[config.mk]
export PLATFORM = sky130hd
export DESIGN_NAME = anpc3l_gate_monitor
export DESIGN_NICKNAME = d
export VERILOG_FILES = /design/src/rtl/anpc3l_gate_monitor_pkg.sv /design/src/rtl/anpc3l_gate_monitor_decode.sv /design/src/rtl/anpc3l_gate_monitor.sv
export SDC_FILE = /design/constraint.sdc
export NUM_CORES = 1
export LEC_CHECK = 0
export ABC_CLOCK_PERIOD_IN_PS = 2400
export CORE_MARGIN = 3
export CORE_UTILIZATION = 45
export CTS_BUF_LIST = sky130_fd_sc_hd__clkbuf_2
export DETAILED_ROUTE_END_ITERATION = 10
export PLACE_DENSITY_LB_ADDON = 0.15
export SYNTH_ARGS = -nofsm -noshare
export SYNTH_HDL_FRONTEND = slang
export SYNTH_SLANG_ARGS = --single-unit
[constraint.sdc]
create_clock -name clk -period 2.4 [get_ports clk]
set_clock_uncertainty 0.2 [all_clocks]
set_input_delay 0.72 -clock clk [delete_from_list [all_inputs] [get_ports clk]]
set_output_delay 0.72 -clock clk [all_outputs]
set_load 0.01 [all_outputs]
[src/rtl/anpc3l_gate_monitor_pkg.sv]
// Shared constants for the ANPC 3-level gate monitor: stable-pattern table, level/zero-type
// encodings, fault codes and FSM states. TDELAY_WIDTH normally comes from the fsm3lanpc package.
`ifndef TDELAY_WIDTH
`define TDELAY_WIDTH 8
`endif

package PKG_anpc3l_monitor;

  localparam int unsigned TDW = `TDELAY_WIDTH;
  typedef logic [TDW-1:0] dwell_t;

  // S_in bit order: bit0..bit5 = S1..S6
  localparam logic [5:0] PAT_P  = 6'b100011; // S1 S2 S6
  localparam logic [5:0] PAT_N  = 6'b011100; // S3 S4 S5
  localparam logic [5:0] PAT_O1 = 6'b010010; // S2 S5
  localparam logic [5:0] PAT_O2 = 6'b100100; // S3 S6
  localparam logic [5:0] PAT_O3 = 6'b110110; // S2 S3 S5 S6

  localparam logic [2:0] LEV_ZERO = 3'b000;
  localparam logic [2:0] LEV_POS  = 3'b001;
  localparam logic [2:0] LEV_NEG  = 3'b010;

  localparam logic [2:0] ZT_NONE = 3'd0;
  localparam logic [2:0] ZT_O1   = 3'd1;
  localparam logic [2:0] ZT_O2   = 3'd2;
  localparam logic [2:0] ZT_O3   = 3'd3;

  typedef enum logic [1:0] {
    CLS_TRANS     = 2'b00,
    CLS_STABLE    = 2'b01,
    CLS_FORBIDDEN = 2'b10
  } pat_class_t;

  typedef enum logic [1:0] {
    FC_NONE      = 2'b00,
    FC_FORBIDDEN = 2'b01,
    FC_DEADTIME  = 2'b10,
    FC_TIMEOUT   = 2'b11
  } fault_code_t;

  typedef enum logic [1:0] {
    ST_INIT   = 2'b00,
    ST_STABLE = 2'b01,
    ST_TRANS  = 2'b10,
    ST_FAULT  = 2'b11
  } state_t;

  // Shoot-through paths: outer+clamp on either side, or all four series switches
  function automatic logic pat_forbidden(input logic [5:0] s);
    return (s[0] & s[4]) | (s[3] & s[5]) | (&s[3:0]);
  endfunction

endpackage

[src/rtl/anpc3l_gate_monitor_decode.sv]
// Combinational gate-pattern classifier: forbidden / stable (with level and zero type) / transitional.
module anpc3l_pattern_decode
  import PKG_anpc3l_monitor::*;
(
  input  logic [5:0] pattern,
  output pat_class_t pat_class,
  output logic [2:0] level,
  output logic [2:0] zero_type
);

  always_comb begin
    pat_class = CLS_TRANS;
    level     = LEV_ZERO;
    zero_type = ZT_NONE;
    if (pat_forbidden(pattern)) begin
      pat_class = CLS_FORBIDDEN;
    end else begin
      case (pattern)
        PAT_P:  begin pat_class = CLS_STABLE; level = LEV_POS; end
        PAT_N:  begin pat_class = CLS_STABLE; level = LEV_NEG; end
        PAT_O1: begin pat_class = CLS_STABLE; zero_type = ZT_O1; end
        PAT_O2: begin pat_class = CLS_STABLE; zero_type = ZT_O2; end
        PAT_O3: begin pat_class = CLS_STABLE; zero_type = ZT_O3; end
        default: ;
      endcase
    end
  end

endmodule

[src/rtl/anpc3l_gate_monitor.sv]
// ANPC 3-level gate-pattern monitor: level decode, dead-time and transition-timeout supervision,
// sticky fault. Commutation counter present only when ANPC_MON_COMM_CNT_EN is defined.
module anpc3l_gate_monitor
  import PKG_anpc3l_monitor::*;
(
  input  logic                     clk,
  input  logic                     reset,
  input  logic [5:0]               S_in,
  input  logic [`TDELAY_WIDTH-1:0] t_dead_min,
  input  logic [`TDELAY_WIDTH-1:0] t_trans_max,
  input  logic                     fault_clr,
  output logic [2:0]               v_lev_out,
  output logic [2:0]               z_type_out,
  output logic                     valid,
  output logic                     fault,
  output logic [1:0]               fault_code,
  output logic [15:0]              comm_cnt
);

  logic [5:0]  s_reg;
  pat_class_t  cls;
  logic [2:0]  dec_lev;
  logic [2:0]  dec_zt;
  state_t      state;
  state_t      state_nx;
  fault_code_t code_q;
  fault_code_t code_nx;
  dwell_t      dwell;
  dwell_t      dwell_nx;
  logic [2:0]  lev_nx;
  logic [2:0]  zt_nx;
  logic        timeout;
  logic        dead_short;

  anpc3l_pattern_decode u_decode (
    .pattern   (s_reg),
    .pat_class (cls),
    .level     (dec_lev),
    .zero_type (dec_zt)
  );

  assign timeout    = (t_trans_max != '0) && (dwell >= t_trans_max);
  assign dead_short = (dwell < t_dead_min);

  always_comb begin
    state_nx = state;
    code_nx  = code_q;
    dwell_nx = dwell;
    lev_nx   = v_lev_out;
    zt_nx    = z_type_out;
    if (state == ST_FAULT) begin
      if (fault_clr && (cls != CLS_FORBIDDEN)) begin
        state_nx = ST_INIT;
        code_nx  = FC_NONE;
        dwell_nx = '0;
      end
    end else if (cls == CLS_FORBIDDEN) begin
      state_nx = ST_FAULT;
      code_nx  = FC_FORBIDDEN;
    end else begin
      unique case (state)
        ST_INIT: begin
          if (cls == CLS_STABLE) begin
            state_nx = ST_STABLE;
            lev_nx   = dec_lev;
            zt_nx    = dec_zt;
          end
        end
        ST_STABLE: begin
          if (cls == CLS_TRANS) begin
            state_nx = ST_TRANS;
            dwell_nx = dwell_t'(1);
          end else if ((dec_lev != v_lev_out) || (dec_zt != z_type_out)) begin
            if (t_dead_min != '0) begin
              state_nx = ST_FAULT;
              code_nx  = FC_DEADTIME;
            end else begin
              lev_nx = dec_lev;
              zt_nx  = dec_zt;
            end
          end
        end
        ST_TRANS: begin
          // Dead-time outranks timeout when a stable code lands on the timeout cycle
          if ((cls == CLS_STABLE) && dead_short) begin
            state_nx = ST_FAULT;
            code_nx  = FC_DEADTIME;
          end else if (timeout) begin
            state_nx = ST_FAULT;
            code_nx  = FC_TIMEOUT;
          end else if (cls == CLS_STABLE) begin
            state_nx = ST_STABLE;
            lev_nx   = dec_lev;
            zt_nx    = dec_zt;
            dwell_nx = '0;
          end else if (dwell != '1) begin
            dwell_nx = dwell + 1'b1;
          end
        end
        default: ;
      endcase
    end
  end

  always_ff @(posedge clk or negedge reset) begin
    if (!reset) begin
      s_reg      <= '0;
      state      <= ST_INIT;
      code_q     <= FC_NONE;
      dwell      <= '0;
      v_lev_out  <= LEV_ZERO;
      z_type_out <= ZT_NONE;
      valid      <= 1'b0;
      fault      <= 1'b0;
    end else begin
      s_reg      <= S_in;
      state      <= state_nx;
      code_q     <= code_nx;
      dwell      <= dwell_nx;
      v_lev_out  <= lev_nx;
      z_type_out <= zt_nx;
      valid      <= (state_nx == ST_STABLE);
      fault      <= (state_nx == ST_FAULT);
    end
  end

  assign fault_code = code_q;

`ifdef ANPC_MON_COMM_CNT_EN
  logic [15:0] cnt_q;
  logic        commute;

  // v_lev_out doubles as the previous stable level; the first lock out of INIT only sets it
  assign commute = (state != ST_INIT) && (state_nx == ST_STABLE) && (lev_nx != v_lev_out);

  always_ff @(posedge clk or negedge reset) begin
    if (!reset) begin
      cnt_q <= '0;
    end else if (commute && (cnt_q != '1)) begin
      cnt_q <= cnt_q + 16'd1;
    end
  end

  assign comm_cnt = cnt_q;
`else
  assign comm_cnt = '0;
`endif

endmodule

Word-level counts from Yosys, hierarchy flattened
Index checks and enable logic that the tools add are counted.
W data, S select, Z words.
{ "totals": {"wordCells": 112, "latch_bits": 0, "ramBits": 0, "output_inout_bits": 26, "memories": 0, "regBits": 26, "rom_bits": 0} }
{ "classes": {"order_cmp": 2, "eq_ne": 31, "n_addsub": 1, "multipliers": 0, "n_reduce_logical": 16, "bitwise_logic": 6, "div_mod_pow": 0, "mux": 48, "shift": 0} }
{ "ops": {"columns": ["operator", "n"], "rows": [
  ["$mux W8", 8],
  ["$mux W3", 14],
  ["$mux W2", 18],
  ["$eq A6 B6 Y1 const B", 3],
  ["$pmux W3 S3", 2],
  ["$ne A4 B4 Y1 const B", 4],
  ["$pmux W8 S2", 1],
  ["$reduce_bool A8 Y1", 2],
  ["$ne A2 B2 Y1 const B", 7],
  ["$eq A6 B5 Y1 const B", 2],
  ["$pmux W2 S3", 2],
  ["$ne A3 B3 Y1 const B", 3],
  ["$add A8 B1 Y8 const B", 1],
  ["$eq A2 B2 Y1 const B", 4],
  ["$ge A8 B8 Y1", 1],
  ["$lt A8 B8 Y1", 1],
  ["$ne A8 B8 Y1 const B", 1],
  ["$pmux W2 S2", 2],
  ["$reduce_and A8 Y1", 1],
  ["$reduce_and A7 Y1", 1],
  ["$eq A2 B1 Y1 const B", 3],
  ["$ne A3 B3 Y1", 2],
  ["$reduce_and A6 Y1", 1],
  ["$reduce_bool A3 Y1", 2],
  ["12 further kinds", 18]
]} }

Depth between registers and ports, before layout
{ "logic_depth": {"ltp_word": 12, "ltp_mapped": 9, "ltp_nobuf": 9} }

Hierarchy
A second synthesis with hierarchy kept.
{ "unflattened": {"cells_unflattened": 241, "area_unflattened_um2": 2218.4} }
{ "by_module_without_submodules": {"columns": ["mod", "cells_each", "seq_area_each_um2", "instances", "area_per_inst_um2"], "rows": [
  ["anpc3l_gate_monitor", 217, 650.6, 1, 2063.2],
  ["anpc3l_pattern_decode", 24, 0.0, 1, 155.1]
]} }

Least setup slack after synthesis
Ideal clock, no wire load.
{ "synth_timing": {"path_type": "in2reg", "start": "in t_trans_max[2]", "end": "reg dwell[7]", "arrival_time_ps": 2367, "slack_ps": -285, "setup_time_ps": 118, "stages": 9, "cell_sequence": "inv_1 ha_1 a211o_1 a31oi_1 o31ai_1 a32oi_4 or2b_1 nand4b_4 a21o_1"} }
{ "synth_via": {"elab_chain_len": 4, "elab_cells_between_ends": 5, "classes_between": "order compare: 1; eq/ne: 1; reduce/logical: 3"} }
{ "synth_rtl": {"columns": ["element", "line", "rtl"], "rows": [
  ["start: declaration", "anpc3l_gate_monitor.sv:10", "input logic [`TDELAY_WIDTH-1:0] t_trans_max,"],
  ["$ge A8 B8 Y1 / $reduce_bool A8 Y1 (equally long branches)", "anpc3l_gate_monitor.sv:42", "assign timeout = (t_trans_max != '0) && (dwell >= t_trans_max);"],
  ["$logic_and A1 B1 Y1 (*)", "anpc3l_gate_monitor.sv:42", null],
  ["$ne A3 B3 Y1 (no line) (*)", null, null],
  ["$reduce_and A7 Y1 (no line) (*)", null, null],
  ["end signal: assignment", "anpc3l_gate_monitor.sv:119", "dwell <= dwell_nx;"],
  ["end: declaration", "anpc3l_gate_monitor.sv:28", "dwell_t dwell;"]
]} }
Mark *: on every way between the ends. The rest lies on a longest branch, timed or not.
A chain may end at the register's enable or synchronous reset.

Worst setup path after layout
{ "layout_timing": {"start": "in t_trans_max[2]", "end": "reg dwell[3]"} }
The elaborated chain is that of the path after synthesis.

==> flow_summary.toml <==
[run_status]
status = "complete, but fails checks"
violations = "setup timing"

[die]
die_x_um = 73.8
initial_core_util_pct = 47.2
rows = 24
ios = 51
die_h_um = 73.8
core_sq_um = 4380
die_area_sq_um = 5450

[sta]
setup_slack_ps = -85.5
setup-violations-final = 14
timing.setup.tns_ps = -844
rsz0062_at_grt = "yes"
timing.final.crit_share_pct = 104
fmax_mhz = 402
slew_violations = 0
hold_viol_final = 0
fin_crit_ps = 2490

[power_and_ir_drop]
vdd.ir_drop.worst_mv = 0.657
netSwitchingFraction_pct = 40.9
pwr-share-seq_pct = 26.9
p_sw_w = 0.000869
pwr-share-comb_pct = 60.4
p_per_area_nw_per_um2 = 684
p_int_w = 0.00126
p_clk_share_pct = 12.7
p_leak_nw = 1.45

[logic_synthesis]
async_flop_share_pct = 100
synth_cells = 238
synthMuxAreaShare_pct = 3.14
synthXorXnorAreaFrac_pct = 2.54
synthFlopType = "dfrtp_1"
synth_top_family_by_area = "simple AND/OR/NAND/NOR gates"
ys_types = 51
synth_area_leaders = "dfrtp_1, ha_1, buf_4"
syn-cell-area_sq_um = 2070
synth_compound_area_share_pct = 19.4
yosys.area_share.simple_pct = 20.1
yosysWarnings = 0
synthAdderAreaFrac_pct = 13.3
syn_area_per_cell_sq_um = 8.70
synth_top_area_cell = "dfrtp_1"
netlist.area_leader.share_pct = 29.0
ys_seq_elements = 24
synth-edff-count = 0
ys_seq_area_share_pct = 29.0

[layout]
drive_above_1_share_pct = 41.4
diodes = 0
final_common_cell = "buf_4"
fin_area_sq_um = 3110
area_growth_pct = 50.1
largest_reg_flops = 8
layout_common_cells = "buf_4, inv_1, conb_1"
finalNetCount = 372
nFillCells = 339

[detailed_routing]
routed_via_density = 5.37
drc = 0
vias = 2018
wl_met2_um = 2860
drt_first_pass_iters = 4
final_antenna_net_count = 0
drt_iter0_markers = 83
met3_length_um = 193
highest_layer = "met4"
routed_wl_um = 5530
drt-wirelength-per-cell_um = 14.7
wl_met1_um = 2440

[global_routing]
grt_overflow = 0
track_usage_pct = 20.6
antenna_found_initial = 0
grt_max_degree = 25
grt_pass1_vias = 1989
grt_pass1_wl_um = 8890

[worst_setup_path]
endpoint_kind = "flop"
crit_family = "compound AO/OA/AOI/OAI gates"
crit_buf_inv = 2
crit_slowest_cell = "a211o_1"
crit_chain = "buf_2 > inv_8 > ha_4 > a211o_1 > a31oi_4 > o31ai_4 > a32oi_4 > or2b_1 > nand4b_4 > o22a_1"
critPathMaxFanout = 8
start_kind = "input pin"
slowest_delay_ps = 330
cp.arrival_ps = 2540
critical_path_class = "input pin to flop"
required_ps = 2450

[place]
hpwl_um = 3980
place_area_sq_um = 2760
portBuffers = 32
gp_congestion = 0.904

[clock_tree]
cts_buffers = 3
cts_tree = "done"
cts.htree.levels = 1
cts_root_buffer = "clkbuf_2"
clockBufferDepth = 2
clkSlewWorstSetupHoldPaths_ps = 220
postCtsHoldBufs = 0
clk_latency_ps = 350
cts.sinks = 24

[min_path]
hold_path.class = "flop to flop"

[run]
drv_cap = 0
power by group through the flow:
stage | sequential, W | clock (W) | combinational (W)
2_1_floorplan | 0.000582 | 0 | 0.000678
3_3_place_gp | 0.000575 | 0 | 0.00105
3_5_place_dp | 0.000575 | 0 | 0.00107
4_1_cts | 0.000571 | 0.000280 | 0.00117
5_1_grt | 0.000585 | 0.000295 | 0.00140
6_report | 0.000571 | 0.000270 | 0.00128
worst paths after layout:
check	start	endpoint	slack, ps	depth (start not counted)
min	v_lev_out[1]	v_lev_out[1]	380	1
min reg2reg	v_lev_out[1]	v_lev_out[1]	380	1
min in group asynchronous	reset	dwell[6]	470	2
max reg2reg	s_reg[2]	dwell[3]	-70	7
max in group asynchronous	reset	dwell[1]	1250	2
max	t_trans_max[2]	dwell[3]	-90	10
synth_stat cells, types with 2 or more instances:
| library cell | n |
|---|---|
| nand4_1 | 4 |
| nor2_1 | 11 |
| nor3b_1 | 2 |
| o311a_1 | 2 |
| a21oi_1 | 10 |
| buf_2 | 4 |
| o22a_1 | 5 |
| nand2_1 | 15 |
| nor4_1 | 4 |
| inv_1 | 26 |
| nand3_1 | 9 |
| o31ai_1 | 2 |
| buf_4 | 18 |
| mux2i_1 | 2 |
| nor2b_1 | 3 |
| mux2_2 | 4 |
| or4_1 | 2 |
| dfrtp_1 | 24 |
| and3_1 | 3 |
| xor2_1 | 2 |
| nor4bb_1 | 2 |
| nand2b_1 | 4 |
| a22oi_1 | 2 |
| a211o_1 | 2 |
| nor3_1 | 6 |
| o21ai_0 | 17 |
| a211oi_1 | 2 |
| a31oi_1 | 4 |
| xnor2_1 | 4 |
| ha_1 | 22 |
routing by layer:
metal	vias up	track usage, %
met5	-	0
met3	4	2.33
met2	53	36.2
met1	969	27.0
li1	992	-
met4	0	4.02
what timing repair did:
action,4_1_cts,5_1_grt
pin swaps,28,14
resized for setup,71,18
setup buffers,10,7
setup endpoints to repair,18,17
final cells by class:
| class | instances | area (sq um) | share of cell area (%) |
|---|---|---|---|
| clock buffers | 3 | 15.0 | 0.483 |
| clock inverters | 1 | 30.0 | 0.966 |
| inverters | 26 | 113 | 3.62 |
| multi-input cells | 182 | 1570 | 50.4 |
| flip-flops and latches | 24 | 612 | 19.7 |
| well taps | 52 | 65.1 | 2.09 |
| repair buffers | 88 | 706 | 22.7 |
worst register-to-register path: stages, from the launching register on:
cell and delay, ps:
dfrtp_2 510, xor2_2 220, nor4_4 50, or4_4 580, a32oi_4 240, or2b_1 180, nand4b_4 180, o22a_1 210
stage by stage:
step / setup slack [ps] / hold WS (ps) / util (%) / cells / power, W
CTS: -130 / 395 / 68.7 / 369 / 0.00202
detailed placement: -976 / 342 / 62.8 / 356 / 0.00164
global placement: -924 / 340 / 62.8 / 356 / 0.00162
global route: -147 / 409 / 70.9 / 376 / 0.00228
floorplan: -161 / 224 / - / 255 / 0.00126
finish: -85.5 / 384 / 70.9 / 376 / 0.00212
cell families after synthesis:
| logic type | count (synthesis) |
|---|---|
| AOI/OAI and AO/OA | 57 |
| other | 1 |
| adders and majority gates | 22 |
| DFF | 24 |
| buffers and inverters | 49 |
| muxes | 6 |
| and+or+nand+nor | 73 |
| xor gates and xnor gates | 6 |
Note: power is estimated with default switching activity, not from simulation.
